===== config.mk =====
export PLATFORM = sky130hd
export DESIGN_NAME = bit_pos_streamer_flat
export DESIGN_NICKNAME = d
export VERILOG_FILES = /design/src/rtl/bit_pos_streamer_if.sv /design/src/rtl/bit_pos_streamer.sv /design/src/flat_wrapper.sv
export SDC_FILE = /design/constraint.sdc
export NUM_CORES = 1
export LEC_CHECK = 0
export CAP_MARGIN = 30
export CELL_PAD_IN_SITES_DETAIL_PLACEMENT = 0
export CELL_PAD_IN_SITES_GLOBAL_PLACEMENT = 1
export CORE_ASPECT_RATIO = 0.5
export CORE_MARGIN = 4
export CORE_UTILIZATION = 44
export CTS_BUF_LIST = sky130_fd_sc_hd__clkbuf_2 sky130_fd_sc_hd__clkbuf_4 sky130_fd_sc_hd__clkbuf_8
export CTS_CLUSTER_SIZE = 24
export DETAILED_ROUTE_END_ITERATION = 10
export PLACE_DENSITY_LB_ADDON = 0.1
export SETUP_SLACK_MARGIN = 0.05
export SYNTH_ARGS = -nofsm -noshare
export SYNTH_HDL_FRONTEND = slang
export SYNTH_SLANG_ARGS = --single-unit

===== constraint.sdc =====
create_clock -name clk -period 8 [get_ports clk]
set_clock_uncertainty 0.2 [all_clocks]
set_input_delay 1.6 -clock clk [delete_from_list [all_inputs] [get_ports clk]]
set_output_delay 1.6 -clock clk [all_outputs]
set_load 0.05 [all_outputs]

===== src/rtl/bit_pos_streamer_if.sv =====
// Handshake and job bus between a requester and bit_pos_streamer.
// The requester uses the master modport; the streamer uses the slave modport.
interface bit_pos_streamer_if;
    logic        start;
    logic [31:0] data;
    logic        order;
    logic        busy;
    logic        pos_valid;
    logic        pos_ready;
    logic [5:0]  pos;
    logic        done;
    logic [5:0]  count;

    modport master (
        output start, data, order, pos_ready,
        input  busy, pos_valid, pos, done, count
    );

    modport slave (
        input  start, data, order, pos_ready,
        output busy, pos_valid, pos, done, count
    );
endinterface


===== src/rtl/bit_pos_streamer.sv =====
// Captures a 32-bit word and streams the index of each set bit, then pulses done with the count.
// Optional abort input is enabled by defining BIT_POS_STREAMER_ABORT_EN.
module bit_pos_streamer #(
    parameter bit ORDER_DEFAULT = 1'b0
) (
    input  logic               clk,
    input  logic               reset,
`ifdef BIT_POS_STREAMER_ABORT_EN
    input  logic               abort,
`endif
    bit_pos_streamer_if.slave  bus
);

    typedef enum logic [1:0] {StIdle, StScan, StDone} state_e;

    state_e      state_q, state_d;
    logic [31:0] shadow_q, shadow_d;
    logic        ord_q, ord_d;
    logic [5:0]  count_q, count_d;

    logic [4:0]  cur_idx;
    logic [31:0] shadow_clr;
    logic        busy, pos_valid, done;
    logic [5:0]  pos;

    // Last assignment wins: upward scan keeps the highest set bit, downward keeps the lowest.
    function automatic logic [4:0] find_idx(input logic [31:0] v, input logic msb_first);
        logic [4:0] idx;
        idx = '0;
        if (msb_first) begin
            for (int i = 0; i < 32; i++) begin
                if (v[i]) idx = 5'(i);
            end
        end else begin
            for (int i = 31; i >= 0; i--) begin
                if (v[i]) idx = 5'(i);
            end
        end
        return idx;
    endfunction

    assign cur_idx    = find_idx(shadow_q, ord_q);
    assign shadow_clr = shadow_q & ~(32'd1 << cur_idx);

    always_comb begin
        state_d   = state_q;
        shadow_d  = shadow_q;
        ord_d     = ord_q;
        count_d   = count_q;
        busy      = 1'b0;
        pos_valid = 1'b0;
        done      = 1'b0;
        pos       = 6'd0;

        unique case (state_q)
            StIdle: begin
                if (bus.start) begin
                    shadow_d = bus.data;
                    ord_d    = bus.order;
                    count_d  = 6'd0;
                    state_d  = (bus.data == 32'd0) ? StDone : StScan;
                end
            end
            StScan: begin
                busy      = 1'b1;
                pos_valid = 1'b1;
                pos       = {1'b0, cur_idx};
                if (bus.pos_ready) begin
                    shadow_d = shadow_clr;
                    count_d  = count_q + 6'd1;
                    if (shadow_clr == 32'd0) state_d = StDone;
                end
            end
            StDone: begin
                busy    = 1'b1;
                done    = 1'b1;
                state_d = StIdle;
            end
            default: state_d = StIdle;
        endcase

`ifdef BIT_POS_STREAMER_ABORT_EN
        // A same-cycle handshake has already updated count_d and is kept.
        if (abort && (state_q != StIdle)) state_d = StIdle;
`endif
    end

    always_ff @(posedge clk) begin
        if (reset) begin
            state_q  <= StIdle;
            shadow_q <= 32'd0;
            ord_q    <= ORDER_DEFAULT;
            count_q  <= 6'd0;
        end else begin
            state_q  <= state_d;
            shadow_q <= shadow_d;
            ord_q    <= ord_d;
            count_q  <= count_d;
        end
    end

    assign bus.busy      = busy;
    assign bus.pos_valid = pos_valid;
    assign bus.pos       = pos;
    assign bus.done      = done;
    assign bus.count     = count_q;

endmodule


===== src/flat_wrapper.sv =====
// flat-port wrapper written by rule: the top's interface ports become plain ports
module bit_pos_streamer_flat 
#(
    parameter bit ORDER_DEFAULT = 1'b0
)
  (clk, reset, bus_start, bus_data, bus_order, bus_pos_ready, bus_busy, bus_pos_valid, bus_pos, bus_done, bus_count);
  bit_pos_streamer_if bus_i ();
  input  logic clk;
  input  logic reset;
  input wire logic [$bits(bus_i.start)-1:0] bus_start;
  input wire logic [$bits(bus_i.data)-1:0] bus_data;
  input wire logic [$bits(bus_i.order)-1:0] bus_order;
  input wire logic [$bits(bus_i.pos_ready)-1:0] bus_pos_ready;
  output wire logic [$bits(bus_i.busy)-1:0] bus_busy;
  output wire logic [$bits(bus_i.pos_valid)-1:0] bus_pos_valid;
  output wire logic [$bits(bus_i.pos)-1:0] bus_pos;
  output wire logic [$bits(bus_i.done)-1:0] bus_done;
  output wire logic [$bits(bus_i.count)-1:0] bus_count;
  assign bus_i.start = bus_start;
  assign bus_i.data = bus_data;
  assign bus_i.order = bus_order;
  assign bus_i.pos_ready = bus_pos_ready;
  assign bus_busy = bus_i.busy;
  assign bus_pos_valid = bus_i.pos_valid;
  assign bus_pos = bus_i.pos;
  assign bus_done = bus_i.done;
  assign bus_count = bus_i.count;
  bit_pos_streamer #(.ORDER_DEFAULT(ORDER_DEFAULT)) u_core (.clk(clk), .reset(reset), .bus(bus_i));
endmodule

==> results.py <==
metrics = {
    "setup_path": {
        "criticalPathCategory": "register to primary output",
        "critical_path_cell_sequence": "inv_1 > a21o_1 > a2111oi_0 > o221ai_1 > o22a_1 > nor2_1 > clkdlybuf4s50_1",
        "startpoint_of_the_worst_register_to_register_path": "u_core.shadow_q[12]",
        "cp_data_arrival_time_ns": 3.13,
        "crit_fanout": 17,
        "worst-endpoint-required_ns": 6.20,
        "cp-end-kind": "primary output",
        "timing.reg2reg.setup_slack_ns": 3.82,
        "worst_r2r_endpoint": "u_core.state_q[1]",
        "r2r.worst_path.cells": 10,
        "critical-path-max-stage-delay_ns": 0.82,
        "critPathSlowestCell": "sky130_fd_sc_hd__clkdlybuf4s50_1",
        "timing.critical_path.from_type": "register",
    },
    "routing": {
        "drt.antenna.violating_nets": 0,
        "drt_iter0_drc": 549,
        "dr.pass1.iters": 5,
        "drcViolationCount": 0,
        "routedWlPerCell_um": 23.2,
        "dr_vias_cell": 6.83,
        "wirelength_um": 13400,
        "routed-via-count": 3946,
    },
    "timing": {
        "rsz0062_at_grt": "false",
        "achievable_clock_frequency_mhz": 203,
        "final_period_demand_of_the_worst_path_ns": 4.93,
        "slew_viol_final": 0,
        "worstMarginPinSlew_ns": 1.04,
        "final.setup.tns_ns": 0,
        "setup-violations-final": 0,
        "final-hold-violation-count": 0,
        "final_worst_path_cycle_share_pct": 61.7,
        "worst_slew_margin_rel_pct": 30.2,
        "setup_ws_ns": 3.07,
    },
    "pwr": {
        "peakVddDrop_uv": 246,
        "powerDensity_nw_per_um2": 464,
        "power.static_leakage_nw": 1.29,
    },
    "placed_design": {
        "placed_cells": 570,
        "globalplace.congestion": 0.924,
        "post_place_setup_slack_ns": 3.41,
        "dpl_cell_area_um2": 3760,
        "dpl.hpwl_um": 9900,
        "placement.io_buffers": 50,
    },
    "floorplanning": {
        "die_y_um": 69.5,
        "core.rowCount": 22,
        "initial_utilization_pct": 45.3,
        "design.core.area_um2": 7350,
        "design.die.area_um2": 9110,
        "design.portCount": 52,
        "dieWidth_um": 131,
    },
    "worst_hold_path": {
        "hp-start": "u_core.bus.count[5]",
        "hold_path_end": "u_core.bus.count[5]",
        "min_path_type": "register to register",
        "worst_hold_path.num_cells": 2,
    },
    "grt": {
        "grt_remaining_overflow": 0,
        "grt_first_pass_wirelength_um": 20300,
        "initial_antenna_violation_count": 0,
        "vias_in_the_first_global_route": 3530,
        "maximum_number_of_pins_on_one_net_before_global_route_repair": 43,
        "grt_util_all_layers_pct": 28.8,
    },
    "synth": {
        "post_synth_num_cell_types": 67,
        "edff_count_synth": 0,
        "synth.net_count": 498,
        "ys_ff_latch": 41,
        "post_synth.cell_area_avg_um2": 7.29,
        "async_reset_ff_share_pct": 0,
        "yosys_most_used_dff": "sky130_fd_sc_hd__dfxtp_1",
        "synthCells": 457,
        "syn-cell-area_um2": 3330,
        "ys_seq_area_share_pct": 24.7,
        "yosys_warnings": 0,
    },
    "run": {
        "number_of_maximum_capacitance_violations": 0,
    },
    "final_layout": {
        "post_route_cells_drive_above_1_share_pct": 8.09,
        "fillCellCount": 753,
        "finish.net_count": 522,
        "antenna_cells_inserted": 0,
        "layout.cells.non_filler": 578,
        "area_growth_pct": 15.6,
        "fin_area_um2": 3850,
    },
    "cts": {
        "hold_buffers": 0,
        "cts-htree-levels": 2,
        "cts-root-buf": "sky130_fd_sc_hd__clkbuf_8",
        "clk_transition_reported_paths_ns": 0.09,
        "cts_setup_buffers": 0,
        "clk-insertion-delay-late_ns": 0.31,
        "cts-buffers-inserted": 5,
        "cts.sinks": 41,
        "cts-resized-gates": 0,
        "number_of_buffers_between_clock_root_and_the_deepest_sink": 2,
        "tritoncts_clock_tree": "done",
    },
    "status": {
        "status": "finished clean",
    },
}
sequential cells by signal, summed over array words and instances, names as in the netlist:
| name | flops |
|---|---|
| u_core.shadow_q | 32 |
| u_core.bus.count | 6 |
| u_core.state_q | 2 |
| u_core.ord_q | 1 |
area by class of cell:
| class | instances | area, µm² | share of cell area [%] |
|---|---|---|---|
| multi-input combinational | 364 | 2220 | 57.7 |
| timing repair buffer | 57 | 553 | 14.4 |
| sequential | 41 | 821 | 21.3 |
| clock buffer | 5 | 68.8 | 1.79 |
| inverter | 12 | 45.0 | 1.17 |
| clock inverter | 3 | 21.3 | 0.552 |
| tap | 96 | 120 | 3.12 |
synthesized netlist by cell type, types with 5 or more instances:
cell | count | area, µm²
sky130_fd_sc_hd__o22ai_1 | 20 | 125
sky130_fd_sc_hd__dfxtp_1 | 41 | 821
sky130_fd_sc_hd__nor3_1 | 18 | 90.1
sky130_fd_sc_hd__o21ai_0 | 19 | 95.1
sky130_fd_sc_hd__or3_1 | 6 | 37.5
sky130_fd_sc_hd__inv_1 | 11 | 41.3
sky130_fd_sc_hd__o31ai_1 | 11 | 82.6
sky130_fd_sc_hd__nand2_1 | 35 | 131
sky130_fd_sc_hd__nor2_1 | 60 | 225
sky130_fd_sc_hd__nand4_1 | 6 | 37.5
sky130_fd_sc_hd__buf_4 | 9 | 67.6
sky130_fd_sc_hd__a22oi_1 | 19 | 143
sky130_fd_sc_hd__a21oi_1 | 36 | 180
sky130_fd_sc_hd__nand2b_1 | 7 | 43.8
sky130_fd_sc_hd__or2_2 | 5 | 31.3
sky130_fd_sc_hd__o21ai_1 | 5 | 25.0
sky130_fd_sc_hd__or4_1 | 7 | 52.6
sky130_fd_sc_hd__clkbuf_1 | 19 | 71.3
sky130_fd_sc_hd__nor4_1 | 16 | 100
sky130_fd_sc_hd__o32ai_1 | 5 | 43.8
sky130_fd_sc_hd__buf_6 | 7 | 78.8
sky130_fd_sc_hd__nand3_1 | 9 | 45.0
sky130_fd_sc_hd__a211oi_1 | 6 | 45.0
per-stage QoR:
stage                     utilization, %  hold slack [ns]  power [W]
after CTS                           52.4            0.329    0.00174
after global routing                52.4            0.345    0.00189
after detailed placement            51.2            0.308    0.00159
final                               52.4            0.326    0.00179
after global placement              51.1            0.287    0.00157
after floorplan                        -            0.269    0.00125
worst max path at each step:
stage | endpoint | slack, ns | start | depth (start not counted)
final | bus_pos[0] | 3.07 | u_core.shadow_q[13] | 7
after floorplan | bus_pos[3] | 3.84 | u_core.state_q[1] | 4
after detailed placement | bus_pos[0] | 3.41 | u_core.shadow_q[13] | 7
after global placement | bus_pos[0] | 3.42 | u_core.shadow_q[13] | 7
after global routing | bus_pos[0] | 2.82 | u_core.shadow_q[13] | 7
after CTS | bus_pos[0] | 3.07 | u_core.shadow_q[13] | 7
cells in the final DEF, fill, tap and decap left out, types with 4 or more instances in the layout:
cell type / netlist / layout
sky130_fd_sc_hd__a211oi_1: 6 / 6
sky130_fd_sc_hd__a21oi_1: 36 / 36
sky130_fd_sc_hd__a22oi_1: 19 / 19
sky130_fd_sc_hd__buf_4: 9 / 7
sky130_fd_sc_hd__clkbuf_8: 0 / 5
sky130_fd_sc_hd__clkdlybuf4s50_1: 0 / 50
sky130_fd_sc_hd__dfxtp_1: 41 / 41
sky130_fd_sc_hd__ha_1: 4 / 4
sky130_fd_sc_hd__inv_1: 11 / 11
sky130_fd_sc_hd__nand2_1: 35 / 35
sky130_fd_sc_hd__nand2b_1: 7 / 7
sky130_fd_sc_hd__nand3_1: 9 / 9
sky130_fd_sc_hd__nand4_1: 6 / 6
sky130_fd_sc_hd__nor2_1: 60 / 59
sky130_fd_sc_hd__nor3_1: 18 / 18
sky130_fd_sc_hd__nor4_1: 16 / 16
sky130_fd_sc_hd__nor4_2: 4 / 4
sky130_fd_sc_hd__o21a_1: 4 / 4
sky130_fd_sc_hd__o21ai_0: 19 / 19
sky130_fd_sc_hd__o21ai_1: 5 / 5
sky130_fd_sc_hd__o21bai_1: 4 / 4
sky130_fd_sc_hd__o22ai_1: 20 / 20
sky130_fd_sc_hd__o31a_1: 4 / 4
sky130_fd_sc_hd__o31ai_1: 11 / 11
sky130_fd_sc_hd__o32ai_1: 5 / 5
sky130_fd_sc_hd__o41ai_1: 4 / 4
sky130_fd_sc_hd__or2_2: 5 / 5
sky130_fd_sc_hd__or3_1: 6 / 6
sky130_fd_sc_hd__or4_1: 7 / 7
critical path, delay by kind of cell (launching register included):
kind / cells / cell delay, ns
AOI/OAI and AO/OA: 4 / 1.28
buffers and inverters: 2 / 0.91
DFF: 1 / 0.47
and+or+nand+nor: 1 / 0.18
layer usage:
metal	vias to the layer above	part of all wire, %	GRT usage [%]
met5	-	0	0
met4	0	1.3	5.70
met3	19	14	9.62
met2	255	39	37.8
met1	1878	46	44.9
li1	1794	-	-
kinds of logic after synthesis:
group                    count (synthesis)  synth area share (%)
AND/OR/NAND/NOR                        185                  28.3
AO/OA/AOI/OAI                          167                  34.6
buffers and inverters                   52                  8.72
flip-flops                              41                  24.7
adder cells (fa/ha/maj)                  4                  1.50
multiplexers                             4                  1.24
XOR/XNOR                                 3                 0.789
other                                    1                 0.113
report_power, final:
group          internal, W  switching, W  leakage [nW]
Sequential        0.000251      0.000125         0.335
Clock            0.0000621     0.0000845        0.0445
Combinational     0.000422      0.000843         0.914
No activity file was read; power rests on OpenSTA's default activity.
